$ cat src/rtl/lora_pkg.sv
// -----------------------------------------------------------------------------
// lora_pkg
// Shared definitions for the LoRa UART frame receiver:
//   - parser_state_t : parser state encoding (IDLE, CMD, CHK)
//   - HDR_DEFAULT    : default frame header byte
//   - FRAME_LEN_*    : frame length in bytes with / without checksum byte
//   - lora_chksum()  : checksum byte expected after the command byte
//   - cmd_fits()     : true when the command has no bits above the flag width
// -----------------------------------------------------------------------------
package lora_pkg;

  typedef enum logic [1:0] {
    P_IDLE = 2'd0,
    P_CMD  = 2'd1,
    P_CHK  = 2'd2
  } parser_state_t;

  localparam logic [7:0] HDR_DEFAULT     = 8'hA5;
  localparam int         FRAME_LEN_CHK   = 3;
  localparam int         FRAME_LEN_NOCHK = 2;

  function automatic logic [7:0] lora_chksum(input logic [7:0] hdr, input logic [7:0] cmd);
    return hdr ^ cmd;
  endfunction

  // Shifting by the flag width leaves only the must-be-zero bits; for an
  // 8-bit flag the shift clears everything, so the check always passes.
  function automatic logic cmd_fits(input logic [7:0] cmd, input int flag_w);
    return (cmd >> flag_w) == 8'd0;
  endfunction

endpackage

$ cat src/rtl/lora_uart_byte_rx.sv
// -----------------------------------------------------------------------------
// lora_uart_byte_rx
// 8N1 UART byte receiver with a 2-flop input synchroniser.
// Ports:
//   clk      in   system clock
//   rst      in   synchronous active-high reset
//   line     in   asynchronous UART line, idle high
//   data     out  last received byte (held until the next good byte)
//   data_vld out  one-cycle pulse: byte received with a valid stop bit
//   stop_err out  one-cycle pulse: byte received with stop bit 0 (discarded)
// Parameter DIV is the number of clock cycles per bit (>= 16).
// -----------------------------------------------------------------------------
module lora_uart_byte_rx #(
  parameter int DIV = 434
) (
  input  logic       clk,
  input  logic       rst,
  input  logic       line,
  output logic [7:0] data,
  output logic       data_vld,
  output logic       stop_err
);

  localparam int            CW      = $clog2(DIV);
  localparam logic [CW-1:0] HALF_M1 = CW'(DIV / 2 - 1);
  localparam logic [CW-1:0] FULL_M1 = CW'(DIV - 1);

  logic          sync1_r;
  logic          sync2_r;
  logic          prev_r;
  logic          active_r;
  logic [CW-1:0] cnt_r;
  logic [3:0]    bit_r;     // 0 = start bit, 1..8 = data bits, 9 = stop bit
  logic [7:0]    shift_r;
  logic          nedge_s;

  assign nedge_s = prev_r & ~sync2_r;

  // Synchroniser, start detection and bit sampling at mid-bit.
  always_ff @(posedge clk) begin
    if (rst) begin
      sync1_r  <= 1'b1;
      sync2_r  <= 1'b1;
      prev_r   <= 1'b1;
      active_r <= 1'b0;
      cnt_r    <= {CW{1'b0}};
      bit_r    <= 4'd0;
      shift_r  <= 8'd0;
      data     <= 8'd0;
      data_vld <= 1'b0;
      stop_err <= 1'b0;
    end else begin
      sync1_r  <= line;
      sync2_r  <= sync1_r;
      prev_r   <= sync2_r;
      data_vld <= 1'b0;
      stop_err <= 1'b0;
      if (!active_r) begin
        if (nedge_s) begin
          active_r <= 1'b1;
          cnt_r    <= HALF_M1;
          bit_r    <= 4'd0;
        end
      end else if (cnt_r != {CW{1'b0}}) begin
        cnt_r <= cnt_r - CW'(1);
      end else begin
        cnt_r <= FULL_M1;
        if (bit_r == 4'd0) begin
          // A line that is high again at mid start bit was only a glitch.
          if (sync2_r) begin
            active_r <= 1'b0;
          end else begin
            bit_r <= 4'd1;
          end
        end else if (bit_r <= 4'd8) begin
          shift_r <= {sync2_r, shift_r[7:1]};
          bit_r   <= bit_r + 4'd1;
        end else begin
          // Going idle at mid stop bit lets a back-to-back start bit be seen.
          active_r <= 1'b0;
          if (sync2_r) begin
            data     <= shift_r;
            data_vld <= 1'b1;
          end else begin
            stop_err <= 1'b1;
          end
        end
      end
    end
  end

endmodule

$ cat src/rtl/lora_frame_rx.sv
// -----------------------------------------------------------------------------
// lora_frame_rx
// Receives command frames from the LoRa module over UART and latches the
// command flag for the downstream controller.
// Frame: HDR, cmd [, HDR^cmd when LORA_RX_CHKSUM_EN is defined].
// Ports:
//   clk       in   system clock
//   rst       in   synchronous active-high reset
//   data_rx   in   UART line, asynchronous, idle high
//   over_all  in   one-cycle request: clear flag_lora, abort frame in progress
//   flag_lora out  last accepted command flag (FLAG_W bits)
//   flag_vld  out  one-cycle pulse when flag_lora is updated
//   over_rx   out  one-cycle pulse per correctly framed byte
//   frame_err out  one-cycle pulse on stop-bit, content, checksum or timeout error
//   busy      out  parser is past IDLE
// Build option: LORA_RX_CHKSUM_EN adds the checksum byte and CHK state.
// -----------------------------------------------------------------------------
module lora_frame_rx
  import lora_pkg::*;
#(
  parameter int         CLK_HZ   = 50000000,
  parameter int         BAUD     = 115200,
  parameter int         FLAG_W   = 2,
  parameter logic [7:0] HDR      = HDR_DEFAULT,
  parameter int         TO_BYTES = 4
) (
  input  logic              clk,
  input  logic              rst,
  input  logic              data_rx,
  input  logic              over_all,
  output logic [FLAG_W-1:0] flag_lora,
  output logic              flag_vld,
  output logic              over_rx,
  output logic              frame_err,
  output logic              busy
);

  localparam int            DIV     = (CLK_HZ + BAUD / 2) / BAUD;
  localparam int            TO_CYC  = TO_BYTES * 10 * DIV;
  localparam int            TW      = $clog2(TO_CYC + 1);
  localparam logic [TW-1:0] TO_LAST = TW'(TO_CYC - 1);

  logic [7:0]        byte_s;
  logic              byte_vld_s;
  logic              stop_err_s;

  logic [7:0]        rx_byte_r;
  logic              byte_evt_r;
  parser_state_t     state_r;
  parser_state_t     state_n;
  logic [TW-1:0]     to_cnt_r;
  logic [TW-1:0]     to_cnt_n;
  logic [FLAG_W-1:0] flag_r;
  logic [FLAG_W-1:0] flag_n;
  logic              flag_vld_r;
  logic              flag_vld_n;
  logic              frame_err_r;
  logic              perr_n;
  logic              busy_r;
  logic              commit_s;
  logic [7:0]        commit_cmd_s;
`ifdef LORA_RX_CHKSUM_EN
  logic [7:0]        cmd_r;
  logic [7:0]        cmd_n;
`endif

  lora_uart_byte_rx #(
    .DIV (DIV)
  ) u_byte_rx (
    .clk      (clk),
    .rst      (rst),
    .line     (data_rx),
    .data     (byte_s),
    .data_vld (byte_vld_s),
    .stop_err (stop_err_s)
  );

  // Parser next state, commit decision and inter-byte timeout.
  always_comb begin
    state_n      = state_r;
    to_cnt_n     = to_cnt_r;
    flag_n       = flag_r;
    flag_vld_n   = 1'b0;
    perr_n       = 1'b0;
    commit_s     = 1'b0;
    commit_cmd_s = rx_byte_r;
`ifdef LORA_RX_CHKSUM_EN
    cmd_n        = cmd_r;
`endif
    if (over_all) begin
      // Abort wins over a commit decided in the same cycle.
      flag_n   = {FLAG_W{1'b0}};
      state_n  = P_IDLE;
      to_cnt_n = {TW{1'b0}};
    end else if (byte_evt_r) begin
      to_cnt_n = {TW{1'b0}};
      case (state_r)
        P_IDLE: begin
          if (rx_byte_r == HDR) begin
            state_n = P_CMD;
          end else begin
            state_n = P_IDLE;
          end
        end
        P_CMD: begin
`ifdef LORA_RX_CHKSUM_EN
          cmd_n   = rx_byte_r;
          state_n = P_CHK;
`else
          commit_s     = 1'b1;
          commit_cmd_s = rx_byte_r;
          state_n      = P_IDLE;
`endif
        end
`ifdef LORA_RX_CHKSUM_EN
        P_CHK: begin
          state_n = P_IDLE;
          if (rx_byte_r == lora_chksum(HDR, cmd_r)) begin
            commit_s     = 1'b1;
            commit_cmd_s = cmd_r;
          end else begin
            perr_n = 1'b1;
          end
        end
`endif
        default: begin
          state_n = P_IDLE;
        end
      endcase
    end else if (state_r == P_IDLE) begin
      to_cnt_n = {TW{1'b0}};
    end else if (to_cnt_r == TO_LAST) begin
      perr_n   = 1'b1;
      state_n  = P_IDLE;
      to_cnt_n = {TW{1'b0}};
    end else begin
      to_cnt_n = to_cnt_r + TW'(1);
    end

    if (commit_s) begin
      if (cmd_fits(commit_cmd_s, FLAG_W)) begin
        flag_n     = commit_cmd_s[FLAG_W-1:0];
        flag_vld_n = 1'b1;
      end else begin
        perr_n = 1'b1;
      end
    end else begin
      flag_vld_n = 1'b0;
    end
  end

  // Parser registers and registered outputs. Stop-bit errors are registered
  // alongside over_rx so they land in the cycle the byte would have.
  always_ff @(posedge clk) begin
    if (rst) begin
      rx_byte_r   <= 8'd0;
      byte_evt_r  <= 1'b0;
      state_r     <= P_IDLE;
      to_cnt_r    <= {TW{1'b0}};
      flag_r      <= {FLAG_W{1'b0}};
      flag_vld_r  <= 1'b0;
      frame_err_r <= 1'b0;
      busy_r      <= 1'b0;
`ifdef LORA_RX_CHKSUM_EN
      cmd_r       <= 8'd0;
`endif
    end else begin
      rx_byte_r   <= byte_s;
      byte_evt_r  <= byte_vld_s;
      state_r     <= state_n;
      to_cnt_r    <= to_cnt_n;
      flag_r      <= flag_n;
      flag_vld_r  <= flag_vld_n;
      frame_err_r <= stop_err_s | perr_n;
      busy_r      <= (state_n != P_IDLE);
`ifdef LORA_RX_CHKSUM_EN
      cmd_r       <= cmd_n;
`endif
    end
  end

  assign flag_lora = flag_r;
  assign flag_vld  = flag_vld_r;
  assign over_rx   = byte_evt_r;
  assign frame_err = frame_err_r;
  assign busy      = busy_r;

endmodule
$ cat config.mk
export PLATFORM = sky130hd
export DESIGN_NAME = lora_frame_rx
export DESIGN_NICKNAME = d
export VERILOG_FILES = /design/src/rtl/lora_pkg.sv /design/src/rtl/lora_uart_byte_rx.sv /design/src/rtl/lora_frame_rx.sv
export SDC_FILE = /design/constraint.sdc
export NUM_CORES = 1
export LEC_CHECK = 0
export CORE_UTILIZATION = 59
export CTS_CLUSTER_SIZE = 16
export DETAILED_ROUTE_END_ITERATION = 12
export GPL_ROUTABILITY_DRIVEN = 0
export PLACE_DENSITY = 0.77
export SYNTH_ARGS = -nofsm -noshare
export SYNTH_HDL_FRONTEND = slang
export SYNTH_SLANG_ARGS = --single-unit
export TNS_END_PERCENT = 30
$ cat constraint.sdc
create_clock -name clk -period 2.2 [get_ports clk]
set_input_delay 0.33 -clock clk [delete_from_list [all_inputs] [get_ports clk]]
set_output_delay 0.33 -clock clk [all_outputs]
set_load 0.05 [all_outputs]
==> flow_metrics.env, run 1 <==
export IMPL_period_share=0.9272
export IMPL_cts_reportedPaths_clkPinSlew_ns=0.07
export IMPL_layout_drive_gt1_share=0.1246
export IMPL_n_antenna_cell=0
export IMPL_fp_dieH_um=69.64
export IMPL_power_switching_uw=612.6
export IMPL_portBuffers=9
export IMPL_hold_ws_ns=0.4072
export IMPL_p_seq_frac=0.441
export IMPL_place_inst=341
export IMPL_ys_types=47
export IMPL_drv_slew=0
export IMPL_die_area_um2=4849
export IMPL_netSwitchingFraction=0.2194
export IMPL_hold_viol_final=0
export IMPL_maxSlewHeadroom=0.6537
export IMPL_cp_end_kind="register"
export IMPL_htree_num_levels=3
export IMPL_grt_pass1_wl_mm=8.383
export IMPL_status="finished clean"
export IMPL_cts_hold_buf=0
export IMPL_final_cells=357
export IMPL_num_rows=24
export IMPL_synth_seq_area_share=0.4896
export IMPL_die_w_um=69.64
export IMPL_critPathLaunchType="register"
export IMPL_layout_common_cells="66 x dfxtp_1, 40 x nor2_1, 18 x mux2i_1"
export IMPL_crit_arrival_ns=2.26
export IMPL_setup_tns_final_ns=0
export IMPL_p_per_area_nw_per_um2=898.1
export IMPL_synth_largest_area_cell="dfxtp_1"
export IMPL_crit_required_ns=2.42
export IMPL_vdd_drop_max_mv=0.8059
export IMPL_cts_setup_buffers=0
export IMPL_syn_instance_count=283
export IMPL_r2r_slack_ns=0.16
export IMPL_drc=0
export IMPL_clk_latency_ns=0.33
export IMPL_hold_class="input port to register"
export IMPL_wirelength_mm=4.856
export IMPL_layout_commonest_cell="dfxtp_1"
export IMPL_grt_ovfl_total=0
export IMPL_clock_fmax_mhz=490.2
export IMPL_p_leak_uw=0.001222
export IMPL_via_count=2010
export IMPL_worst_pin_slew_ns=0.5178
export IMPL_clockRootBuffer="clkbuf_8"
export IMPL_yosys_warnings=0
export IMPL_cap_violations=0
export IMPL_grt_max_degree=21
export IMPL_synth_area_leaders="dfxtp_1 49%, mux2i_1 6.7%, nor2_1 5.6%"
export IMPL_antenna_found_initial=0
export IMPL_place_area_um2=2844
export IMPL_fin_crit_ns=2.040
export IMPL_nNetsFinal=308
export IMPL_ant_nets=0
export IMPL_crit_type="register to register"
export IMPL_dr_pass1_iters=4
export IMPL_netlist_area_um2=2699
export IMPL_start_util=0.6156
export IMPL_io_pins=10
export IMPL_grt_setup_unrepaired="no"
export IMPL_async_flop_share=0
export IMPL_crit_fanout=6
export IMPL_fin_area_um2=3109
export IMPL_cts_resized=0
export IMPL_finalSetupViolCount=0
export IMPL_synth_seq_cells=66
export IMPL_cts_sinks=66
export IMPL_cts_buffer_depth=2
export IMPL_routedWlPerCell_um=13.60
export IMPL_via_per_inst=5.630
export IMPL_power_frac_comb=0.081
export IMPL_fin_worst_skew_ns=0.007618
export IMPL_synthFlopType="dfxtp_1"
export IMPL_finalPower_uw=2792
export IMPL_cts_tree="done"
export IMPL_synth_top_area_frac=0.4896
export IMPL_coreArea_um2=4384
export IMPL_grt_pass1_vias=1985
export IMPL_syn_mean_instance_area_um2=9.537
export IMPL_p_int_uw=2180
export IMPL_grt_use_total=0.2169
export IMPL_clock_power_share=0.478
export IMPL_area_growth_pct=15.21
export IMPL_dp_hpwl_mm=3.196
export IMPL_cts_made_buffers=9
export IMPL_synth_edff_count=0
export IMPL_synthesis_nets=291
export IMPL_drtIter0Drc=84
flip-flops by register name (all words and copies together) (netlist names):
| signal | cells |
|---|---|
| u_byte_rx.shift_r | 8 |
| u_byte_rx.stop_err | 1 |
| busy | 1 |
| rx_byte_r | 8 |
| u_byte_rx.data | 8 |
| flag_vld | 1 |
| state_r | 2 |
| u_byte_rx.sync2_r | 1 |
| flag_lora | 2 |
| u_byte_rx.sync1_r | 1 |
| u_byte_rx.data_vld | 1 |
| to_cnt_r | 15 |
| u_byte_rx.bit_r | 4 |
| over_rx | 1 |
| u_byte_rx.active_r | 1 |
| frame_err | 1 |
| u_byte_rx.prev_r | 1 |
| u_byte_rx.cnt_r | 9 |
power groups by stage:
stage / combinational [µW] / clock, µW / sequential, µW
2_1_floorplan: 180 / 0 / 1250
3_3_place_gp: 217 / 0 / 1260
3_5_place_dp: 221 / 0 / 1260
4_1_cts: 224 / 1360 / 1230
5_1_grt: 250 / 1400 / 1230
6_report: 225 / 1330 / 1230
cell usage after synthesis, types with 3 or more instances:
cell type and instances:
a211oi_1 3, a21oi_1 12, and3_1 6, clkbuf_1 9, dfxtp_1 66, ha_1 4
inv_1 9, mux2i_1 18, nand2_1 11, nand2b_1 5, nand3_1 6, nand3b_1 3
nand4_1 6, nor2_1 40, nor2b_1 14, nor3_1 7, o21ai_0 8, o22ai_1 3
or2_2 4, or3_1 5, xnor2_1 4, xor2_1 7
worst max-delay path: stages (launching register included):
cell and delay, ns:
dfxtp_1 0.34, inv_1 0.07, ha_1 0.19, or4b_4 0.52, nand2b_1 0.28, a21oi_2 0.19
o22ai_1 0.09, a22o_1 0.25
cell families after synthesis:
group | synth area share
fa+ha+maj | 0.01855
buf+inv | 0.03941
compound gates | 0.09087
flops | 0.4896
xor+xnor | 0.03570
simple gates | 0.2592
mux | 0.06676
stage by stage:
step / worst slack [ns] / util
after floorplan: 0.2649 / -
after global placement: 0.2870 / 0.6487
after detailed placement: 0.2070 / 0.6487
after CTS: 0.1739 / 0.7092
after global routing: 0.03556 / 0.7092
final: 0.1602 / 0.7092
cell type report:
class | count | area [µm²]
Clock buffer | 10 | 127.6
Clock inverter | 6 | 137.6
Fill cell | 331 | 1275
Inverter | 9 | 33.78
Multi-Input combinational cell | 196 | 1271
Sequential cell | 66 | 1321
Tap cell | 52 | 65.06
Timing Repair Buffer | 18 | 152.6
layer usage:
metal	global-route usage	part of all wire	vias up
li1	-	-	1019
met1	0.2715	0.47	941
met2	0.3506	0.47	42
met3	0.05233	0.040	8
met4	0.1067	0.013	0
met5	0	0	-
final timing paths:
check                      from                 end  cells past startpoint
max          u_byte_rx.cnt_r[0]  u_byte_rx.bit_r[2]                      7
min reg2reg   u_byte_rx.sync1_r   u_byte_rx.sync2_r                      1
max reg2reg  u_byte_rx.cnt_r[0]  u_byte_rx.bit_r[2]                      7
min                         rst  u_byte_rx.cnt_r[5]                      2
Power figures use the tool's default switching activity.
==> inputs of run 2 (changes only) <==
--- a/config.mk
+++ b/config.mk
@@ -5,11 +5,13 @@
 export SDC_FILE = /design/constraint.sdc
 export NUM_CORES = 1
 export LEC_CHECK = 0
-export CORE_UTILIZATION = 59
+export CORE_UTILIZATION = 62
 export CTS_CLUSTER_SIZE = 16
 export DETAILED_ROUTE_END_ITERATION = 12
+export DONT_BUFFER_PORTS = 1
 export GPL_ROUTABILITY_DRIVEN = 0
-export PLACE_DENSITY = 0.77
+export PLACE_DENSITY = 0.78
+export SLEW_MARGIN = 20
 export SYNTH_ARGS = -nofsm -noshare
 export SYNTH_HDL_FRONTEND = slang
 export SYNTH_SLANG_ARGS = --single-unit
==> flow_metrics.env, run 2 (synthesis results as in run 1) <==
export IMPL_grt_use_total=0.2043
export IMPL_grt_ovfl_total=0
export IMPL_area_growth_pct=6.769
export IMPL_layout_common_cells="66 x dfxtp_1, 40 x nor2_1, 18 x mux2i_1"
export IMPL_grt_pass1_wl_mm=6.934
export IMPL_hold_viol_final=0
export IMPL_layout_commonest_cell="dfxtp_1"
export IMPL_regArea_um2=1321
export IMPL_clock_fmax_mhz=483.9
export IMPL_htree_num_levels=3
export IMPL_largestRegisters="to_cnt_r x15, u_byte_rx.cnt_r x9"
export IMPL_cts_setup_buffers=0
export IMPL_wirelength_mm=4.307
export IMPL_cap_violations=0
export IMPL_fin_area_um2=2882
export IMPL_antenna_found_initial=0
export IMPL_status="finished clean"
export IMPL_drv_slew=0
export IMPL_routedWlPerCell_um=12.63
export IMPL_hold_class="input port to register"
export IMPL_drtIter0Drc=109
export IMPL_cts_resized=0
export IMPL_p_per_area_nw_per_um2=778.4
export IMPL_nFillCells=315
export IMPL_crit_required_ns=2.42
export IMPL_nNetsFinal=294
export IMPL_die_area_um2=4621
export IMPL_fin_worst_skew_ns=0.007054
export IMPL_start_util=0.6604
export IMPL_num_rows=23
export IMPL_fin_crit_ns=2.066
export IMPL_via_count=1854
export IMPL_period_share=0.9393
export IMPL_layout_drive_gt1_share=0.1065
export IMPL_finalSetupViolCount=0
export IMPL_critPathLaunchType="register"
export IMPL_dr_pass1_iters=4
export IMPL_ant_nets=0
export IMPL_vdd_drop_max_mv=0.7295
export IMPL_crit_fanout=9
export IMPL_clk_latency_ns=0.32
export IMPL_die_w_um=67.98
export IMPL_io_pins=10
export IMPL_grt_pass1_vias=1589
export IMPL_crit_arrival_ns=2.29
export IMPL_cts_sinks=66
export IMPL_n_antenna_cell=0
export IMPL_place_inst=325
export IMPL_place_area_um2=2719
export IMPL_p_leak_uw=0.001117
export IMPL_fp_dieH_um=67.98
export IMPL_multiInputGateArea_um2=1271
export IMPL_final_cells=341
export IMPL_worst_pin_slew_ns=0.6259
export IMPL_dp_hpwl_mm=2.966
export IMPL_cts_reportedPaths_clkPinSlew_ns=0.07
export IMPL_cp_end_kind="register"
export IMPL_cts_buffer_depth=2
export IMPL_grt_max_degree=53
export IMPL_grt_setup_unrepaired="no"
export IMPL_cts_hold_buf=0
export IMPL_cts_made_buffers=9
export IMPL_crit_type="register to register"
export IMPL_via_per_inst=5.437
export IMPL_setup_tns_final_ns=0
export IMPL_cts_tree="done"
export IMPL_regMostFlops="to_cnt_r"
export IMPL_drc=0
export IMPL_largest_reg_flops=15
export IMPL_maxSlewHeadroom=0.5822
export IMPL_coreArea_um2=4086
export IMPL_clockRootBuffer="clkbuf_8"
export IMPL_portBuffers=0
-- run 2: where the power goes --
group / total [µW] / switching [µW] / internal, µW
Combinational: 184 / 107 / 76.5
Sequential: 1230 / 19.3 / 1210
Clock: 828 / 423 / 405
Total: 2240 / 550 / 1690
-- run 2: routing by layer --
layer / global-route usage / routed length [µm] / vias to the layer above
met5: 0 / 0 / -
met4: 0.1094 / 76 / 0
met3: 0.06000 / 99 / 7
met2: 0.3051 / 1866 / 18
met1: 0.2635 / 2264 / 840
li1: - / - / 989
-- run 2: final cells by class --
cell class,count,share of cell area
Clock buffer,11,0.04559
Tap cell,50,0.02171
Sequential cell,66,0.4585
Inverter,9,0.01172
Clock inverter,5,0.01086
Timing Repair Buffer,4,0.01042
Multi-Input combinational cell,196,0.4412
-- run 2: through the flow --
step                      hold WS, ns  worst slack, ns  total power (µW)  utilization
after detailed placement       0.4065           0.1319              1441       0.6653
after global placement         0.4030           0.2047              1438       0.6653
after floorplan                0.3895           0.2649              1434            -
after global routing          0.05092         0.005113              2341       0.7051
after CTS                     0.05197           0.1265              2269       0.7051
final                         0.06730           0.1336              2243       0.7051
-- run 2: final timing paths --
kind                            from            endpoint  slack (ns)  depth (start not counted)
setup / recovery  u_byte_rx.cnt_r[0]   u_byte_rx.data[6]        0.13                          7
hold / removal                   rst  u_byte_rx.cnt_r[5]        0.07                          1
setup reg to reg  u_byte_rx.cnt_r[0]   u_byte_rx.data[6]        0.13                          7
hold reg to reg    u_byte_rx.sync1_r   u_byte_rx.sync2_r        0.42                          1
-- run 2: critical path: stages (launching register included) --
cell,delay (ns)
dfxtp_1,0.34
inv_1,0.07
ha_1,0.20
or4b_4,0.52
nor2b_4,0.24
and3_4,0.32
mux2i_1,0.22
nor2_1,0.05
